File: src/rtl/bp_nonsynth_if_watchdog_ctrl.sv
// Interface-stall watchdog sequencer for simulation benches.
// Waits out a warmup window after arming, then counts consecutive valid-without-
// ready cycles per channel. The first channel to reach the timeout is latched.
// The block then drains for a fixed number of cycles so neighbouring monitors can
// flush, and finally reports the timeout and ends the run.
module bp_nonsynth_if_watchdog_ctrl #(
    parameter int    els_p       = 4,
    parameter int    timeout_p   = 10000,
    parameter int    warmup_p    = 100,
    parameter int    drain_p     = 16,
    parameter string dev_p       = "if",
    // Set to 0 to keep the simulation running after the report; useful when a
    // bench wants to observe DONE itself.
    parameter bit    finish_en_p = 1'b1,
    localparam int   IDX_W       = (els_p > 1) ? $clog2(els_p) : 1
) (
    input  logic             clk_i,
    input  logic             reset_i,
    input  logic             en_i,
    input  logic [els_p-1:0] mask_i,
    input  logic [els_p-1:0] v_i,
    input  logic [els_p-1:0] ready_and_i,
    output logic             armed_o,
    output logic             trip_o,
    output logic [IDX_W-1:0] trip_idx_o,
    output logic [63:0]      trip_cycle_o,
    output logic             done_o
);

    localparam int CNT_W = $clog2(timeout_p + 1);
    localparam int WRM_W = (warmup_p > 0) ? $clog2(warmup_p + 1) : 1;
    localparam int DRN_W = $clog2(drain_p + 1);

    localparam logic [CNT_W-1:0] CNT_MAX = CNT_W'(timeout_p);
    localparam logic [WRM_W-1:0] WRM_END = WRM_W'(warmup_p);
    localparam logic [DRN_W-1:0] DRN_END = DRN_W'(drain_p);

    typedef enum logic [2:0] {
        IDLE   = 3'd0,
        WARMUP = 3'd1,
        ARMED  = 3'd2,
        TRIP   = 3'd3,
        DONE   = 3'd4
    } state_e;

    state_e           state_q, state_d;
    logic [63:0]      cycle_q, cycle_d;
    logic [WRM_W-1:0] warm_q, warm_d;
    logic [DRN_W-1:0] drain_q, drain_d;
    logic [CNT_W-1:0] stall_q [els_p];
    logic [CNT_W-1:0] stall_d [els_p];
    logic             trip_q, trip_d;
    logic [IDX_W-1:0] trip_idx_q, trip_idx_d;
    logic [63:0]      trip_cycle_q, trip_cycle_d;
    logic             done_seen_q;

    logic [els_p-1:0] trip_vec;
    logic             trip_any;
    logic [IDX_W-1:0] trip_sel;

    // Timeout detection from registered counts; lowest index wins a tie.
    always_comb begin
        trip_vec = '0;
        trip_sel = '0;
        for (int i = 0; i < els_p; i++) begin
            trip_vec[i] = (state_q == ARMED) && mask_i[i] && (stall_q[i] == CNT_MAX);
        end
        for (int i = els_p - 1; i >= 0; i--) begin
            if (trip_vec[i]) begin
                trip_sel = IDX_W'(i);
            end
        end
        trip_any = |trip_vec;
    end

    // Sequencer next state, warmup/drain counting and trip capture.
    always_comb begin
        state_d      = state_q;
        warm_d       = warm_q;
        drain_d      = drain_q;
        trip_d       = trip_q;
        trip_idx_d   = trip_idx_q;
        trip_cycle_d = trip_cycle_q;
        cycle_d      = cycle_q + 64'd1;
        case (state_q)
            IDLE: begin
                warm_d  = '0;
                drain_d = '0;
                if (en_i) begin
                    state_d = (warmup_p == 0) ? ARMED : WARMUP;
                end
            end
            WARMUP: begin
                if (!en_i) begin
                    state_d = IDLE;
                end else begin
                    warm_d = warm_q + WRM_W'(1);
                    if (warm_q + WRM_W'(1) == WRM_END) begin
                        state_d = ARMED;
                    end
                end
            end
            ARMED: begin
                // A trip outranks a simultaneous disarm.
                if (trip_any) begin
                    state_d      = TRIP;
                    drain_d      = '0;
                    trip_d       = 1'b1;
                    trip_idx_d   = trip_sel;
                    trip_cycle_d = cycle_q;
                end else if (!en_i) begin
                    state_d = IDLE;
                end
            end
            TRIP: begin
                drain_d = drain_q + DRN_W'(1);
                if (drain_q + DRN_W'(1) == DRN_END) begin
                    state_d = DONE;
                end
            end
            DONE: begin
                state_d = DONE;
            end
            default: begin
                state_d = IDLE;
            end
        endcase
    end

    // Per-channel stall counters: only live while ARMED, frozen once tripped.
    always_comb begin
        for (int i = 0; i < els_p; i++) begin
            stall_d[i] = stall_q[i];
            case (state_q)
                ARMED: begin
                    if (!trip_any) begin
                        if (!en_i || !mask_i[i]) begin
                            stall_d[i] = '0;
                        end else if (v_i[i] && ready_and_i[i]) begin
                            stall_d[i] = '0;
                        end else if (v_i[i] && (stall_q[i] != CNT_MAX)) begin
                            stall_d[i] = stall_q[i] + CNT_W'(1);
                        end
                    end
                end
                TRIP, DONE: begin
                    stall_d[i] = stall_q[i];
                end
                default: begin
                    stall_d[i] = '0;
                end
            endcase
        end
    end

    // State and counter registers; reset returns everything to zero/IDLE.
    always_ff @(posedge clk_i) begin
        if (reset_i) begin
            state_q      <= IDLE;
            cycle_q      <= '0;
            warm_q       <= '0;
            drain_q      <= '0;
            trip_q       <= 1'b0;
            trip_idx_q   <= '0;
            trip_cycle_q <= '0;
            done_seen_q  <= 1'b0;
            for (int i = 0; i < els_p; i++) begin
                stall_q[i] <= '0;
            end
        end else begin
            state_q      <= state_d;
            cycle_q      <= cycle_d;
            warm_q       <= warm_d;
            drain_q      <= drain_d;
            trip_q       <= trip_d;
            trip_idx_q   <= trip_idx_d;
            trip_cycle_q <= trip_cycle_d;
            done_seen_q  <= (state_q == DONE);
            for (int i = 0; i < els_p; i++) begin
                stall_q[i] <= stall_d[i];
            end
        end
    end

    assign armed_o      = (state_q == ARMED);
    assign done_o       = (state_q == DONE);
    assign trip_o       = trip_q;
    assign trip_idx_o   = trip_idx_q;
    assign trip_cycle_o = trip_cycle_q;

`ifndef SYNTHESIS
    // Report once in the first DONE cycle, then end the simulation.
    always @(negedge clk_i) begin
        if (!reset_i && (state_q == DONE) && !done_seen_q) begin
            $display("%s: timeout[%0d] at cycle %0d", dev_p, trip_idx_q, trip_cycle_q);
            if (finish_en_p) begin
                $finish;
            end
        end
    end
`endif

endmodule

File: config.mk
export PLATFORM = sky130hd
export DESIGN_NAME = bp_nonsynth_if_watchdog_ctrl
export DESIGN_NICKNAME = d
export VERILOG_FILES = /design/src/rtl/bp_nonsynth_if_watchdog_ctrl.sv
export SDC_FILE = /design/constraint.sdc
export NUM_CORES = 1
export LEC_CHECK = 0
export BUFFER_PORTS_ARGS = -buffer_cell sky130_fd_sc_hd__buf_2
export CORE_MARGIN = 2
export CORE_UTILIZATION = 25
export CTS_BUF_LIST = sky130_fd_sc_hd__clkbuf_16
export CTS_CLUSTER_DIAMETER = 40
export DETAILED_ROUTE_END_ITERATION = 16
export PLACE_DENSITY = 0.46
export SKIP_LAST_GASP = 1
export SLEW_MARGIN = 20
export SYNTH_ARGS = -nofsm -noshare
export SYNTH_HDL_FRONTEND = slang
export SYNTH_SLANG_ARGS = --single-unit
File: constraint.sdc
create_clock -name clk_i -period 3.1 [get_ports clk_i]
set_input_delay 0.155 -clock clk_i [delete_from_list [all_inputs] [get_ports clk_i]]
set_output_delay 0.155 -clock clk_i [all_outputs]
set_load 0.02 [all_outputs]
==> impl_results.md <==
- Worst Path Required: around 3.6 ns
- ANT cells: 0
- Num CTS Buffers: 41
- Nets: 1278
- Fraction of registers with async set/reset: 0
- CTS max path bufs: 3
- Vert. Die Dim: roughly 200 um
- Root buf cell: clkbuf_16
- Die Footprint: 38300 um^2
- Part of the power in the clock network: 0.619
- Multi-input logic area: 4820 um^2
- Multiplexer share of the synthesized area: 0.00476
- YS warnings: 0
- Vias/cell: just under 5
- Vias in the first global route: 8241
- Share of cells above drive strength 1: 0.160
- Final Hold Viols: 0
- Skew final: 0.0225 ns
- Total of max-cap violations: 0
- Final Setup Violations: 0
- Synth Area in Compound Gates: 0.149
- Element type at the critical path start: register
- Synth Area in XOR/XNOR: 0.0524
- Sequential-to-total area share from yosys stat: 0.440
- GRT Util Overall: 0.132
- CTS sink count: just over 200
- Outcome: complete, no violations
- H-tree levels: 2
- First-pass DRT Iterations: 4
- Largest fanout on the critical path: 16
- Setup ws final: 0.186 ns
- Worst Setup End Kind: register
- Mapped Cells: between 1000 and 1500
- Chip Width: 196 um
- Reg clk slew, reported paths: roughly 0.05 ns
- Min Tclk post-route: 2.91 ns
- DP HPWL: 16800 um
- Worst-Margin Slew: about 0.94 ns
- Pint: ~5.7 mW
- Worst skew pair latency: 0.55 ns
- Most used flip-flop cell after synthesis: dfxtp_1
- Routed Antenna Nets: 0
- Setup TNS Final: 0 ns
- Postcts setup bufs: 0
- HP Class: input pin to register
- Crit path arrival time: 3.39 ns
- Cell Rows: 70
- Max-slew headroom: 0.372
- Power Dens Cells: 624 nW/um^2
- Peak supply drop: 0.398 mV
- Yosys cell types: 65
- Kind of critical path: register to register
- Number of port buffers: 83
- Core footprint: roughly 36000 um^2
- Flop pwr share: 0.358
- # IOs: 84
- Synth-to-Final Area Change: 27.7%
- RSZ-0062 raised after global routing: false
- Largest net degree at the start of global routing: 126
- Initial antenna violation count: 0
- Psw: approximately 1.7 mW
- Routed vias: 8501
- Slew Viols, Final: 0
- DR iter-0 viols: 433
- Fmax: 0.343 GHz
- Leakage: 4.11 nW
- Synth Register Bits: between 200 and 250
- Drt wl/cell: 14.3 um
- Reg area: 4040 um^2
- Simple-Gate Fraction of Synth Area: 0.300
- Main combinational cell family by area after synthesis: simple AND/OR/NAND/NOR gates
- # DRC: 0
- Overflow after GRT: 0
- Netlist Area Pre-Place: 9200 um^2
- Core Util, Final: 0.322
- Post-synth EDFFs: 0
- CTS tree: yes
- Mapped Nets: 1176
- Place WS: 0.150 ns
- Syn avg cell area: 8.00 um^2
- First-pass GRT wire length: 41700 um
- Drt total wl: 25000 um
- Initial core utilization: 0.252
- Combinational power share: 0.023
- GPL Wtd Cong: 0.824
- Post-Synth Adder-Cell Area: 0.0150
- Period utilization: 0.940
- Switching part of the total power: 0.229
- # fillers: between 3000 and 4000
==> power by group through the flow <==
| stage | registers, mW | logic (mW) | clock network (mW) |
|---|---|---|---|
| floorplan | 2.67 | 0.110 | 0 |
| global placement | 2.67 | 0.166 | 0 |
| detailed placement | 2.67 | 0.166 | 0 |
| CTS | 2.62 | 0.169 | 4.67 |
| global route | 2.62 | 0.185 | 4.78 |
| finish | 2.62 | 0.166 | 4.54 |
==> synthesized netlist by cell type (19+ instances only) <==
library cell	instances	area share
dfxtp_1	202	0.44
nand2_1	198	0.081
a21oi_1	124	0.067
nor2_1	102	0.042
nand3_1	57	0.031
o21ai_0	43	0.023
clkbuf_1	38	0.016
xnor2_1	38	0.036
nand4_1	36	0.024
inv_1	28	0.011
nor3_1	27	0.015
or4_1	25	0.020
or3_1	24	0.016
and3_1	21	0.014
nor4_1	19	0.013
==> worst max-delay path: stages, from the launching register on <==
cell	delay, ns
dfxtp_1	0.38
inv_1	0.07
ha_1	0.19
nor2b_1	0.14
and4_1	0.20
a2bb2o_1	0.39
or4_1	0.77
or4_1	0.57
a21oi_1	0.14
==> layout by cell type, fill, tap and decap left out, types with 4 or more instances in the layout <==
master / n
dfxtp_1: 202
nand2_1: 197
a21oi_1: 124
nor2_1: 101
buf_2: 82
nand3_1: 57
o21ai_0: 43
clkbuf_16: 42
xnor2_1: 38
nand4_1: 36
inv_1: 31
nor3_1: 27
buf_4: 27
or3_1: 24
or4_1: 24
and3_1: 21
nor4_1: 19
o31ai_1: 18
xor2_1: 17
ha_1: 11
and4_1: 8
nand2b_1: 6
nor2b_1: 6
bufinv_16: 6
clkinvlp_4: 6
a21o_1: 5
a31oi_1: 5
a311oi_1: 5
clkinv_2: 5
clkinv_4: 5
buf_12: 5
nor3b_1: 4
or4b_1: 4
and2_1: 4
==> final timing paths <==
check / from / to / slack [ns] / cells past startpoint
min: mask_i[0] / stall_q[0][9] / 0.04 / 4
max reg2reg: stall_q[1][0] / stall_q[2][9] / 0.19 / 8
max: stall_q[1][0] / stall_q[2][9] / 0.19 / 8
min reg2reg: trip_cycle_o[21] / trip_cycle_o[21] / 0.44 / 2
==> registers in the layout, indices dropped and copies added, names as in the netlist <==
register,flops
cycle_q,64
trip_cycle_o,64
stall_q,56
warm_q,7
drain_q,5
state_q,3
trip_idx_o,2
trip_o,1
==> cell families (layout without fill, tap and decap cells) <==
kind of cell             Yosys count  count (layout)
XOR/XNOR                          55              55
buffers and inverters             86             220
multiplexers                       4               4
AND/OR/NAND/NOR                  558             558
flip-flops                       202             202
AO/OA/AOI/OAI                    234             234
adder cells (fa/ha/maj)           11              11
==> what timing repair did <==
action / 4_1_cts / 5_1_grt
gates resized for setup: 0 / 1
endpoints found under the hold margin: 2 / 0
endpoints found under the setup margin: 0 / 1
hold buffers: 2 / 0
==> layer usage <==
metal / wire length, um / GRT usage / vias up
met5: 0 / 0 / -
met4: 634 / 0.0463 / 0
met3: 1270 / 0.0327 / 52
met2: 11200 / 0.212 / 139
met1: 12000 / 0.174 / 3984
li1: - / - / 4326
==> layout make-up <==
class	instances	area share
multi-input combinational	862	0.410
sequential	202	0.344
clock buffer	42	0.0895
timing repair buffer	117	0.0648
tap	468	0.0499
clock inverter	33	0.0323
inverter	28	0.00895
==> stage by stage <==
stage               area [um^2]  std cells  hold WS, ns  total power [mW]
floorplan                  9200       1150        0.311              2.78
global placement          10300       1674        0.438              2.84
detailed placement        10300       1674        0.440              2.84
CTS                       11700       1751       0.0178              7.46
global route              11700       1752       0.0595              7.59
finish                    11700       1752       0.0395              7.32
Power figures use the tool's default switching activity.
